**src/rtl/c3lib_dly_cal_ctrl.sv**
```systemverilog
// Delay-line calibration controller: sweeps the delay code upward, majority-votes the
// phase detector at each code and locks the first code where the detector goes 0 -> 1.
module c3lib_dly_cal_ctrl #(
  parameter int unsigned CODE_W     = 6,
  parameter int unsigned SETTLE_CYC = 8,
  parameter int unsigned VOTE_CNT   = 7
) (
  input  logic              clk,
  input  logic              rst,
  input  logic              cal_en,
  input  logic              cal_start,
  input  logic              ph_det,
  input  logic              ovr_en,
  input  logic [CODE_W-1:0] ovr_code,
  output logic [CODE_W-1:0] dly_code,
  output logic              cal_busy,
  output logic              cal_done,
  output logic              cal_err,
  output logic [CODE_W-1:0] lock_code
);

  localparam int unsigned CNT_MAX = (SETTLE_CYC > VOTE_CNT) ? SETTLE_CYC : VOTE_CNT;
  localparam int unsigned CNT_W   = $clog2(CNT_MAX + 1);

  localparam logic [CNT_W-1:0]  SETTLE_LAST = CNT_W'(SETTLE_CYC - 1);
  localparam logic [CNT_W-1:0]  VOTE_LAST   = CNT_W'(VOTE_CNT - 1);
  localparam logic [CNT_W-1:0]  VOTE_HALF   = CNT_W'(VOTE_CNT / 2);
  localparam logic [CODE_W-1:0] CODE_MAX    = {CODE_W{1'b1}};

  typedef enum logic [2:0] {
    StIdle,
    StSettle,
    StSample,
    StEval,
    StDone,
    StErr
  } state_e;

  state_e             r_state, w_state;
  logic [CODE_W-1:0]  r_code, w_code;
  logic [CODE_W-1:0]  r_lock, w_lock;
  logic [CNT_W-1:0]   r_cnt, w_cnt;
  logic [CNT_W-1:0]   r_ones, w_ones;
  logic               r_seen_low, w_seen_low;
  logic               r_busy, r_done, r_err;
  logic               w_vote;

  assign w_vote = (r_ones > VOTE_HALF);

  always_comb begin
    w_state    = r_state;
    w_code     = r_code;
    w_lock     = r_lock;
    w_cnt      = r_cnt;
    w_ones     = r_ones;
    w_seen_low = r_seen_low;
    if (!cal_en) begin
      // lock_code survives a disable; everything else returns to idle.
      w_state = StIdle;
      w_code  = '0;
      w_cnt   = '0;
    end else begin
      case (r_state)
        StIdle, StDone, StErr: begin
          if (cal_start) begin
            w_state    = StSettle;
            w_code     = '0;
            w_seen_low = 1'b0;
            w_cnt      = '0;
          end
        end
        StSettle: begin
          if (r_cnt == SETTLE_LAST) begin
            w_state = StSample;
            w_cnt   = '0;
            w_ones  = '0;
          end else begin
            w_cnt = r_cnt + CNT_W'(1);
          end
        end
        StSample: begin
          w_ones = r_ones + CNT_W'(ph_det);
          if (r_cnt == VOTE_LAST) begin
            w_state = StEval;
            w_cnt   = '0;
          end else begin
            w_cnt = r_cnt + CNT_W'(1);
          end
        end
        StEval: begin
          if (w_vote && r_seen_low) begin
            w_lock  = r_code;
            w_state = StDone;
          end else begin
            if (!w_vote) w_seen_low = 1'b1;
            if (r_code == CODE_MAX) begin
              w_state = StErr;
            end else begin
              w_code  = r_code + CODE_W'(1);
              w_state = StSettle;
            end
          end
        end
        default: w_state = StIdle;
      endcase
    end
  end

  always_ff @(posedge clk or posedge rst) begin
    if (rst) begin
      r_state    <= StIdle;
      r_code     <= '0;
      r_lock     <= '0;
      r_cnt      <= '0;
      r_ones     <= '0;
      r_seen_low <= 1'b0;
      r_busy     <= 1'b0;
      r_done     <= 1'b0;
      r_err      <= 1'b0;
    end else begin
      r_state    <= w_state;
      r_code     <= w_code;
      r_lock     <= w_lock;
      r_cnt      <= w_cnt;
      r_ones     <= w_ones;
      r_seen_low <= w_seen_low;
      r_busy     <= (w_state == StSettle) || (w_state == StSample) || (w_state == StEval);
      r_done     <= (w_state == StDone);
      r_err      <= (w_state == StErr);
    end
  end

  assign dly_code  = ovr_en ? ovr_code : r_code;
  assign cal_busy  = r_busy;
  assign cal_done  = r_done;
  assign cal_err   = r_err;
  assign lock_code = r_lock;

endmodule
```
**config.mk**
```make
export PLATFORM = sky130hd
export DESIGN_NAME = c3lib_dly_cal_ctrl
export DESIGN_NICKNAME = d
export VERILOG_FILES = /design/src/rtl/c3lib_dly_cal_ctrl.sv
export SDC_FILE = /design/constraint.sdc
export NUM_CORES = 1
export LEC_CHECK = 0
export BUFFER_PORTS_ARGS = -buffer_cell sky130_fd_sc_hd__buf_2
export CAP_MARGIN = 20
export CORE_UTILIZATION = 30
export CTS_CLUSTER_DIAMETER = 40
export CTS_CLUSTER_SIZE = 28
export DETAILED_ROUTE_END_ITERATION = 8
export GPL_TIMING_DRIVEN = 0
export SLEW_MARGIN = 20
export SYNTH_ARGS = -nofsm -noshare
export SYNTH_HDL_FRONTEND = slang
export SYNTH_SLANG_ARGS = --single-unit
```
**constraint.sdc**
```tcl
create_clock -name clk -period 2.1 [get_ports clk]
set_clock_uncertainty 0.05 [all_clocks]
set_input_delay 0 -clock clk [delete_from_list [all_inputs] [get_ports clk]]
set_output_delay 0 -clock clk [all_outputs]
set_load 0.01 [all_outputs]
```
; ---- After elaboration in Yosys (flattened, before gate mapping)
; Index checks and enable logic that the tools add are counted.
[word_totals]
elab_cells = 71
out_inout_bits = 15
reg_bits = 27
input_bits = 12
[classes]
n_reduce_logical = 12
add_sub_neg = 3
muxes = 24
order_cmp = 1
n_eq_ne = 22
[ops]
columns = operator, count
row1 = $mux 6, 5
row2 = $mux 4, 5
row3 = $mux 3, 6
row4 = $eq 3x2->1 const B, 4
row5 = $eq 3x3->1 const B, 4
row6 = $pmux 3 s4, 1
row7 = $pmux 4 s3, 1
row8 = $pmux 6 s2, 1
row9 = $ne 3x3->1 const B, 3
row10 = $eq 4x3->1 const B, 2
row11 = $ne 2x2->1 const B, 4
row12 = $pmux 4 s2, 1
row13 = $add 6x1->6 const B, 1
row14 = $eq 3x1->1 const B, 2
row15 = $eq 6x6->1 const B, 1
row16 = $reduce_and 3->1, 2
row17 = $reduce_and 5->1, 1
row18 = $add 4x1->4, 1
row19 = $add 4x1->4 const B, 1
row20 = $gt 4x2->1 const B, 1
row21 = $ne 4x1->1 const B, 1
row22 = $reduce_and 4->1, 1
row23 = $reduce_bool 2->1, 2
row24 = $logic_not 3->1, 1
row25 = 7 further kinds, 10

; ---- Depth between registers and ports, before layout
[depth]
word_depth = 8
depth_mapped = 6
depth_no_buf = 6

; ---- Least setup slack after synthesis
; Ideal clock, no wire load.
[synth_timing]
path_type = register -> register
start = reg r_cnt[0]
end = reg r_ones[2]
n_path_buf = 0
stages_incl_launch_ff = 6
setup_slack_ps = 344
arrival_time_ps = 1580
required_ps = 1924
setup_time_ps = 126
path_cell_list = dfrtp_1 > ha_1 > nand3b_2 > or3b_1 > a21o_1 > a221o_1
[synth_via]
elab_chain_len = 3
[synth_lines]
columns = element, line_no
row1 = "start, declared", 42  ; logic [CNT_W-1:0] r_cnt, w_cnt;
row2 = "start signal, assigned", 124  ; r_cnt <= w_cnt;
row3 = $eq 4x3->1, 73  ; if (r_cnt == SETTLE_LAST) begin
row4 = $ne 2x2->1 (no source line), n/a
row5 = $reduce_and 3->1 (no source line), n/a
row6 = "end signal, assigned", 125  ; r_ones <= w_ones;
row7 = "end, declared", 43  ; logic [CNT_W-1:0] r_ones, w_ones;
; Every way passes these cells.
; A chain may end at the register's enable or synchronous reset.

; ---- Worst setup path in the final report
; Ends and elaborated chain as after synthesis.

==> results.sh <==
export IMPL_nNetsFinal=196
export IMPL_first_global_vias=1087
export IMPL_clockPowerShare_pct=33.4
export IMPL_clockBufferDepth=2
export IMPL_port_buffers=25
export IMPL_antennaDiodeCount=0
export IMPL_fin_cells=244
export IMPL_num_rows=25
export IMPL_ys_ff_latch=27
export IMPL_hpwl_um=2290
export IMPL_fmax_ghz=0.525
export IMPL_die_w_um=73.4
export IMPL_ios=27
export IMPL_cellLeakagePower_nw=0.913
export IMPL_crit_type="reg2reg"
export IMPL_p_int_mw=0.699
export IMPL_final_cell_mix="buf_2 (28), dfrtp_1 (27), mux2_2 (12), nand2_1 (11), nor3_1 (8)"
export IMPL_route_detailed_drc=0
export IMPL_dp_cells=239
export IMPL_syn_inst=147
export IMPL_worstSkewPairLatency_ns=0.28
export IMPL_synth_edf_count=0
export IMPL_pwr_share_comb_pct=9.7
export IMPL_drt_iter0_markers=57
export IMPL_wl_um=3160
export IMPL_cts_tree="built"
export IMPL_seqPwrFrac_pct=56.9
export IMPL_h_tree_depth=1
export IMPL_finalHoldViolations=0
export IMPL_postCtsResizedCells=0
export IMPL_p_switching_mw=0.232
export IMPL_ys_warn_count=0
export IMPL_grt_max_degree=28
export IMPL_max_cap_viol_count=0
export IMPL_fillers=510
export IMPL_postRouteAntennaNets=0
export IMPL_syn_area_um2=1530
export IMPL_finalMaxSlewViolations=0
export IMPL_syn_to_final_growth_pct=17.5
export IMPL_cts_sinks=27
export IMPL_cts_root_buffer="clkbuf_8"
export IMPL_vias=1234
export IMPL_arrival_ns=2.03
export IMPL_ys_top_cells_by_area="dfrtp_1 (44%), mux2_2 (8.8%), ha_1 (4.9%)"
export IMPL_fp_dieH_um=73.4
export IMPL_setup_viol=0
export IMPL_rsz0062_at_grt="false"
export IMPL_coreArea_um2=4820
export IMPL_wire_per_inst_um=12.9
export IMPL_post_route_period_util_pct=90.8
export IMPL_place_congestion=0.809
export IMPL_grt_pass1_wl_um=5100
export IMPL_layout_commonest_cell="buf_2"
export IMPL_synth_top_cell_area_share_pct=44.2
export IMPL_crit_path_end_kind="register"
export IMPL_p_per_area_nw_per_um2=518
export IMPL_swShare_pct=24.9
export IMPL_slew_limit_headroom_pct=61.8
export IMPL_cts_buffers=3
export IMPL_antenna_found_initial=0
export IMPL_async_flop_share_pct=100
export IMPL_viasPerCell=5.06
export IMPL_drtPass1Iterations=5
export IMPL_cts_reportedPaths_clkPinSlew_ns=0.09
export IMPL_critPathLaunchType="register"
export IMPL_cp_max_fo=6
export IMPL_min_path_type="in2reg"
export IMPL_drive_gt1_share_pct=31.6
export IMPL_initial_utilization_pct=31.8
export IMPL_critPathRequiredTime_ns=2.22
export IMPL_ys_seq_area_share_pct=44.2
export IMPL_grt_overflow=0
export IMPL_synth_area_per_cell_um2=10.4
export IMPL_ys_types=45
export IMPL_track_usage_pct=12.2
export IMPL_fin_crit_ns=1.91
export IMPL_fin_tns_setup_ns=0
export IMPL_synth_top_cell_by_area="dfrtp_1"
export IMPL_synth_fp_nets=165
export IMPL_worst_pin_slew_ns=0.567
export IMPL_dieArea_um2=5390
export IMPL_synthFlopType="dfrtp_1"
export IMPL_vdd_ir_drop_worst_mv=0.250
export IMPL_status="complete, no violations"
power groups by stage:
stage                     sequential (mW)  clock, mW  combinational, mW
after floorplan                     0.540          0             0.0576
after global placement              0.540          0             0.0885
after detailed placement            0.540          0             0.0898
after CTS                           0.530      0.325             0.0916
after global routing                0.531      0.341              0.102
final                               0.530      0.311             0.0906
synth_stat cells, types with 2 or more instances:
library cell,count
dfrtp_1,27
mux2_2,12
nand2_1,11
nor3_1,8
ha_1,6
inv_1,6
nand3_1,6
a21oi_1,5
nor2_1,5
o21ai_0,5
a211o_1,4
a21o_1,3
and3_1,3
buf_2,3
nand2b_1,3
nor2b_1,3
a22oi_1,2
a32o_1,2
and3b_1,2
clkbuf_1,2
nor3b_1,2
o221a_2,2
o31ai_1,2
or2_2,2
registers in the layout (all words and copies together), names as in the netlist:
register and cells:
lock_code 6, r_code 6, r_cnt 4, r_ones 4, r_state 3, cal_busy 1
cal_done 1, cal_err 1, r_seen_low 1
worst max-delay path, stage by stage, from the launching register on:
cell      delay, ns
dfrtp_1        0.44
ha_1           0.24
nand3b_2       0.12
or3b_1         0.36
a21o_1         0.24
a221o_1        0.35
final timing paths:
path,start,to,slack (ns),depth (start not counted)
max in group asynchronous,rst,r_ones[3],1.35,3
worst max register to register,r_cnt[0],r_ones[2],0.19,5
worst max-delay path,r_cnt[0],r_ones[2],0.19,5
worst min register to register,lock_code[3],lock_code[3],0.46,1
min in group asynchronous,rst,lock_code[5],0.28,3
worst min-delay path,cal_en,r_cnt[0],0.06,3
metal layers:
| metal | share of wire [%] | vias up | global-route usage [%] |
|---|---|---|---|
| li1 | - | 600 | - |
| met1 | 50 | 596 | 16.5 |
| met2 | 45 | 33 | 20.0 |
| met3 | 4.2 | 5 | 2.88 |
| met4 | 0.73 | 0 | 2.56 |
| met5 | 0 | - | 0 |
metrics by stage:
step                setup slack [ns]  cell area, um^2  utilization, %  power [mW]  hold WS, ns
floorplan                      0.344             1530               -       0.598      0.00272
global placement               0.226             1740            36.1       0.628        0.257
detailed placement             0.211             1740            36.1       0.630        0.260
CTS                            0.199             1800            37.3       0.946       0.0496
global route                  0.0294             1800            37.3       0.973       0.0680
finish                         0.194             1800            37.3       0.931       0.0576
timing repair:
action / in CTS / in global routing
buffers inserted: 0 / 0
hold buffers: 1 / 0
hold endpoints to repair: 27 / 0
logic make-up after synthesis:
logic type,synth area share (%)
xor gates and xnor gates,0.572
muxes,9.48
adders and majority gates,4.91
buffers and inverters,3.43
and+or+nand+nor,20.1
AOI/OAI and AO/OA,17.3
DFF,44.2
area by class of cell:
type / instances / area [um^2] / area share (%)
inverters: 6 / 22.5 / 1.25
clock inverters: 1 / 7.51 / 0.418
flip-flops and latches: 27 / 676 / 37.6
multi-input cells: 108 / 802 / 44.6
well taps: 67 / 83.8 / 4.66
clock buffers: 3 / 41.3 / 2.30
plain buffers: 6 / 30.0 / 1.67
repair buffers: 26 / 135 / 7.52
Note: power is estimated with default switching activity, not from simulation.
